==> src/rtl/pipe_stage_skid_if.sv <==
// ============================================================
// Module   : pipe_stage_skid_if
// Purpose  : valid/ready link carrying payload + control bits
// Revision : 1.0
// ============================================================
`default_nettype none

interface pipe_stage_skid_if #(
  parameter int DATA_W = 64,
  parameter int CTRL_W = 8
);
  logic              valid;
  logic              ready;
  logic [DATA_W-1:0] data;
  logic [CTRL_W-1:0] ctrl;

  // master is the producing side, slave the consuming side
  modport master (output valid, output data, output ctrl, input  ready);
  modport slave  (input  valid, input  data, input  ctrl, output ready);
endinterface

`default_nettype wire

==> src/rtl/pipe_stage_skid.sv <==
// ============================================================
// Module   : pipe_stage_skid
// Purpose  : pipeline stage register, optional 2-entry skid,
//            flush-to-bubble and saturating stall counter
// Revision : 1.0
// ============================================================
`default_nettype none

module pipe_stage_skid #(
  parameter int DATA_W = 64,
  parameter int CTRL_W = 8,
  parameter int SKID   = 1,
  parameter int CNT_W  = 16
) (
  input  wire              clk,
  input  wire              rst,
  input  wire              flush,
  pipe_stage_skid_if.slave  up,
  pipe_stage_skid_if.master dn,
  output logic             out_noop,
  output logic [CNT_W-1:0] stall_cnt
);

  localparam logic [CNT_W-1:0] c_cntMax = {CNT_W{1'b1}};
  localparam logic [CNT_W-1:0] c_cntOne = {{(CNT_W-1){1'b0}}, 1'b1};

  logic              r_mValid;
  logic [DATA_W-1:0] r_mData;
  logic [CTRL_W-1:0] r_mCtrl;
  logic [CNT_W-1:0]  r_stallCnt;
  logic              w_inReady;
  logic              w_inXfer;
  logic              w_outXfer;

  assign w_outXfer = r_mValid & dn.ready;
  // a flush cycle reports ready but never keeps the incoming entry
  assign w_inXfer  = up.valid & w_inReady & ~flush;

  generate
    if (SKID != 0) begin : g_skid
      logic              r_sValid;
      logic [DATA_W-1:0] r_sData;
      logic [CTRL_W-1:0] r_sCtrl;

      assign w_inReady = ~r_sValid | flush;

      always_ff @(posedge clk or negedge rst) begin
        if (!rst) begin
          r_mValid <= 1'b0;
          r_mData  <= '0;
          r_mCtrl  <= '0;
          r_sValid <= 1'b0;
          r_sData  <= '0;
          r_sCtrl  <= '0;
        end else if (flush) begin
          r_mValid <= 1'b0;
          r_mCtrl  <= '0;
          r_sValid <= 1'b0;
          r_sCtrl  <= '0;
        end else if (!r_mValid || w_outXfer) begin
          // main is free this cycle: the older skid entry has priority
          if (r_sValid) begin
            r_mValid <= 1'b1;
            r_mData  <= r_sData;
            r_mCtrl  <= r_sCtrl;
            r_sValid <= 1'b0;
            r_sCtrl  <= '0;
          end else if (w_inXfer) begin
            r_mValid <= 1'b1;
            r_mData  <= up.data;
            r_mCtrl  <= up.ctrl;
          end else begin
            r_mValid <= 1'b0;
            r_mCtrl  <= '0;
          end
        end else if (w_inXfer) begin
          r_sValid <= 1'b1;
          r_sData  <= up.data;
          r_sCtrl  <= up.ctrl;
        end
      end
    end else begin : g_noSkid
      assign w_inReady = ~r_mValid | dn.ready | flush;

      always_ff @(posedge clk or negedge rst) begin
        if (!rst) begin
          r_mValid <= 1'b0;
          r_mData  <= '0;
          r_mCtrl  <= '0;
        end else if (flush) begin
          r_mValid <= 1'b0;
          r_mCtrl  <= '0;
        end else if (w_inXfer) begin
          r_mValid <= 1'b1;
          r_mData  <= up.data;
          r_mCtrl  <= up.ctrl;
        end else if (w_outXfer) begin
          r_mValid <= 1'b0;
          r_mCtrl  <= '0;
        end
      end
    end
  endgenerate

  always_ff @(posedge clk or negedge rst) begin
    if (!rst) begin
      r_stallCnt <= '0;
    end else if (r_mValid && !dn.ready && (r_stallCnt != c_cntMax)) begin
      r_stallCnt <= r_stallCnt + c_cntOne;
    end
  end

  assign up.ready  = w_inReady;
  assign dn.valid  = r_mValid;
  assign dn.data   = r_mData;
  assign dn.ctrl   = r_mValid ? r_mCtrl : '0;
  assign out_noop  = ~r_mValid;
  assign stall_cnt = r_stallCnt;

endmodule

`default_nettype wire
==> src/flat_wrapper.sv <==
// flat-port wrapper written by rule: the top's interface ports become plain ports
module pipe_stage_skid_flat 
#(
  parameter int DATA_W = 64,
  parameter int CTRL_W = 8,
  parameter int SKID   = 1,
  parameter int CNT_W  = 16
)
  (clk, rst, flush, out_noop, stall_cnt, up_valid, up_data, up_ctrl, up_ready, dn_valid, dn_data, dn_ctrl, dn_ready);
  pipe_stage_skid_if #(.DATA_W(DATA_W), .CTRL_W(CTRL_W)) up_i ();
  pipe_stage_skid_if #(.DATA_W(DATA_W), .CTRL_W(CTRL_W)) dn_i ();
  input  wire clk;
  input  wire rst;
  input  wire flush;
  output logic out_noop;
  output logic [CNT_W-1:0] stall_cnt;
  input wire logic [$bits(up_i.valid)-1:0] up_valid;
  input wire logic [$bits(up_i.data)-1:0] up_data;
  input wire logic [$bits(up_i.ctrl)-1:0] up_ctrl;
  output wire logic [$bits(up_i.ready)-1:0] up_ready;
  output wire logic [$bits(dn_i.valid)-1:0] dn_valid;
  output wire logic [$bits(dn_i.data)-1:0] dn_data;
  output wire logic [$bits(dn_i.ctrl)-1:0] dn_ctrl;
  input wire logic [$bits(dn_i.ready)-1:0] dn_ready;
  assign up_i.valid = up_valid;
  assign up_i.data = up_data;
  assign up_i.ctrl = up_ctrl;
  assign up_ready = up_i.ready;
  assign dn_valid = dn_i.valid;
  assign dn_data = dn_i.data;
  assign dn_ctrl = dn_i.ctrl;
  assign dn_i.ready = dn_ready;
  pipe_stage_skid #(.DATA_W(DATA_W), .CTRL_W(CTRL_W), .SKID(SKID), .CNT_W(CNT_W)) u_core (.clk(clk), .rst(rst), .flush(flush), .up(up_i), .dn(dn_i), .out_noop(out_noop), .stall_cnt(stall_cnt));
endmodule
==> config.mk <==
export PLATFORM = sky130hd
export DESIGN_NAME = pipe_stage_skid_flat
export DESIGN_NICKNAME = d
export VERILOG_FILES = /design/src/rtl/pipe_stage_skid_if.sv /design/src/rtl/pipe_stage_skid.sv /design/src/flat_wrapper.sv
export SDC_FILE = /design/constraint.sdc
export NUM_CORES = 1
export LEC_CHECK = 0
export CORE_ASPECT_RATIO = 1.5
export CORE_UTILIZATION = 54
export CTS_CLUSTER_SIZE = 30
export DETAILED_ROUTE_END_ITERATION = 12
export GPL_ROUTABILITY_DRIVEN = 0
export PLACE_DENSITY = 0.85
export SETUP_SLACK_MARGIN = 0.5
export SKIP_LAST_GASP = 1
export SYNTH_ARGS = -nofsm -noshare
export SYNTH_HDL_FRONTEND = slang
export SYNTH_SLANG_ARGS = --single-unit
==> constraint.sdc <==
create_clock -name clk -period 3.5 [get_ports clk]
set_input_delay 0.35 -clock clk [delete_from_list [all_inputs] [get_ports clk]]
set_output_delay 0.35 -clock clk [all_outputs]
set_load 0.01 [all_outputs]
==> results.md <==
- Status: finished, final reports clean
- Detailed Routing Iterations Pass 1: 4
- CP max FO: 74
- Fmax: 479.8 MHz
- Chip width: 96.72 um
- Most used cells in the layout excluding fill and tap cells: clkdlybuf4s50_1 (166), dfrtp_1 (161), nor2_1 (77), a21oi_1 (68), mux2i_1 (64)
- Min Tclk post-route: 2084 ps
- TritonCTS Buffers: 17
- Slew Limit Fails: 0
- Actual slew at the worst max-slew pin: 997.3 ps
- Sequential share of power: 46.2%
- Rel. slew slack: 33.51%
- Sequential-to-total area share from yosys stat: 55.79%
- Crit-path cells: nor2b_1, buf_4, nor3_2, buf_4, nor2_1, a21oi_1
- Arr. time, crit path: 2400 ps
- Overflow after GRT: 0
- Net switching fraction of the power: 26.84%
- Seq cells post-synth: 162
- Gr usage total: 24.62%
- # clock sinks: 162
- Worst VDD drop: 0.4447 mV
- Synth warn: 0
- Die Y: 144.1 um
- Mapped Area: 7267 um^2
- H-tree Lvls: 4
- RSZ-0062 raised after global routing: false
- Final setup vio count: 0
- Syn nets: 651
- Top Ports: 168
- Clock group share of total power: 32.7%
- Number of global-route vias before repair: 5371
- Largest net degree at the start of global routing: 75
- Initial antenna violation count: 0
- EDFF count, synth: 0
- Area grow syn2layout: 32.06%
- Post-Syn Area per Cell: 12.68 um^2
- Int Pwr: 3907 uW
- Fin util: 73.36%
- Vias per std cell: 5.628
- Critical Path Source Type: flip-flop
- Setup bufs post-CTS: 0
- FF-to-FF End: u_core.dn.data[32]
- Distinct cell type count after synthesis: 39
- Clk slew on worst S/H paths: 70 ps
- Drt wl/cell: 18.34 um
- Antenna Diode Count: 0
- Crit path depth: 6
- Delay-heaviest family, CP: buffers and inverters
- WS Path Type: flip-flop to flip-flop
- Worst clock skew: 9.706 ps
- Post-DP HPWL: 11420 um
- Worst stage delay on the critical path: 600 ps
- Logic pwr share: 21.1%
- TritonCTS clock tree: built
- Worst path bufs/invs: 2
- Mapped Cells: 573
- Max-Cap Viols: 0
- Crit. End Element: flip-flop
- Critical Path Sink: u_core.dn.data[32]
- Most common library cell in the layout ignoring fill and taps: clkdlybuf4s50_1
- Asr flop ratio synth: 100.0%
- Critical Path RT: 3820 ps
- Remaining DRCs: 0
- Number of DRC markers in iteration 0: 246
- Cell area power density: 556.5 nW/um^2
- LEAKAGE: 0.004242 uW
- PortBufs: 167
- Root Driver: clkbuf_16
- Total power: 5341 uW
- Final hold violation count: 0
- Antenna viol nets, final: 0
- Flop2flop setup slack: 1420 ps
- Most used cell, CP: buf_4
- Net switching power: 1434 uW
- Crit path from: u_core.dn.valid
- Initial core utilization: 55.55%
- Clock buffer depth: 2
- R2R cell count: 6
- Fin Setup TNS: 0 ps
- Reg-to-Reg Start: u_core.dn.valid
- Worst skew pair latency: 410 ps
- Site Rows: 51
- First-pass GRT wire length: 26990 um
- Nets@finish: 812
- Worst Hold Class: primary input to async pin
- Die ar.: 13930 um^2
- Layout cells sized above 1: 16.22%
- Slowest-stage cell, CP: buf_4
- Fin crit share: 59.55%
- Core area: 13080 um^2
- Via count: 5093
- Final hold slack: 464.7 ps
- Drt total wl: 16600 um
- Post-synth top flop: dfrtp_1
[sequential cells by signal, summed over array words and instances, names as in the netlist]
name	cells
u_core.stall_cnt	16
u_core.g_skid.r_sValid	1
u_core.r_mCtrl	8
u_core.g_skid.r_sCtrl	8
u_core.dn.valid	1
u_core.dn.data	64
u_core.g_skid.r_sData	64
[cells by family after synthesis]
family / count (synthesis) / synth area share (%)
AOI/OAI and AO/OA: 88 / 6.818
xor gates and xnor gates: 10 / 1.205
adders and majority gates: 1 / 0.1721
buffers and inverters: 39 / 3.306
DFF: 162 / 55.79
muxes: 132 / 22.50
and+or+nand+nor: 141 / 10.21
[how the worst min path moves through the flow]
| stage | start | end | cells past startpoint |
|---|---|---|---|
| 2_1_floorplan | rst | u_core.dn.data[0] | 0 |
| 3_3_place_gp | rst | u_core.g_skid.r_sData[33] | 1 |
| 3_5_place_dp | rst | u_core.g_skid.r_sData[33] | 1 |
| 4_1_cts | rst | u_core.g_skid.r_sData[32] | 2 |
| 5_1_grt | rst | u_core.g_skid.r_sData[35] | 2 |
| 6_report | rst | u_core.g_skid.r_sData[32] | 2 |
[power by group through the flow]
stage	logic, uW	clock network, uW	registers (uW)
final	1130	1750	2470
after global routing	1220	1850	2500
after CTS	1140	1780	2470
after detailed placement	1130	0	2490
after global placement	1080	0	2470
after floorplan	528	0	2490
[Yosys cell counts, types with 3 or more instances]
| master | n | share of area (%) |
|---|---|---|
| dfrtp_1 | 162 | 56 |
| nor2_1 | 77 | 4.0 |
| a21oi_1 | 68 | 4.7 |
| mux2i_1 | 64 | 8.8 |
| mux2_4 | 61 | 13 |
| buf_2 | 18 | 1.2 |
| nor3_1 | 16 | 1.1 |
| and2_1 | 9 | 0.77 |
| and4b_1 | 9 | 1.2 |
| a21o_1 | 8 | 0.83 |
| a221oi_1 | 8 | 0.96 |
| buf_4 | 7 | 0.72 |
| mux2_2 | 7 | 1.1 |
| xor2_1 | 7 | 0.84 |
| buf_6 | 6 | 0.93 |
| clkbuf_1 | 6 | 0.31 |
| nand3_1 | 6 | 0.41 |
| nand2_1 | 5 | 0.26 |
| xnor2_1 | 3 | 0.36 |
[metrics by stage]
step	std cells	area, um^2	setup WS, ps
after floorplan	573	7267	1912
after global placement	873	9030	1071
after detailed placement	873	9030	1002
after CTS	905	9597	1409
after global routing	905	9597	1237
final	905	9597	1416
[metal layers]
| metal | vias up | share of wire [%] | track usage, % |
|---|---|---|---|
| li1 | 2349 | - | - |
| met4 | 0 | 3.7 | 11.86 |
| met5 | - | 0 | 0 |
| met2 | 151 | 54 | 44.07 |
| met1 | 2554 | 39 | 27.83 |
| met3 | 39 | 3.9 | 5.607 |
[final cells by class]
type | instances | area [um^2]
well taps | 159 | 198.9
multi-input cells | 372 | 2985
clock inverters | 13 | 127.6
clock buffers | 18 | 429.2
repair buffers | 179 | 1790
inverters | 2 | 7.507
flip-flops and latches | 162 | 4058
fillers | 873 | 3485
[what timing repair did]
action / CTS / global route
gates resized for setup: 0 / 0
hold buffers: 1 / 0
hold endpoints to repair: 52 / 0
No activity file was read; power rests on OpenSTA's default activity.
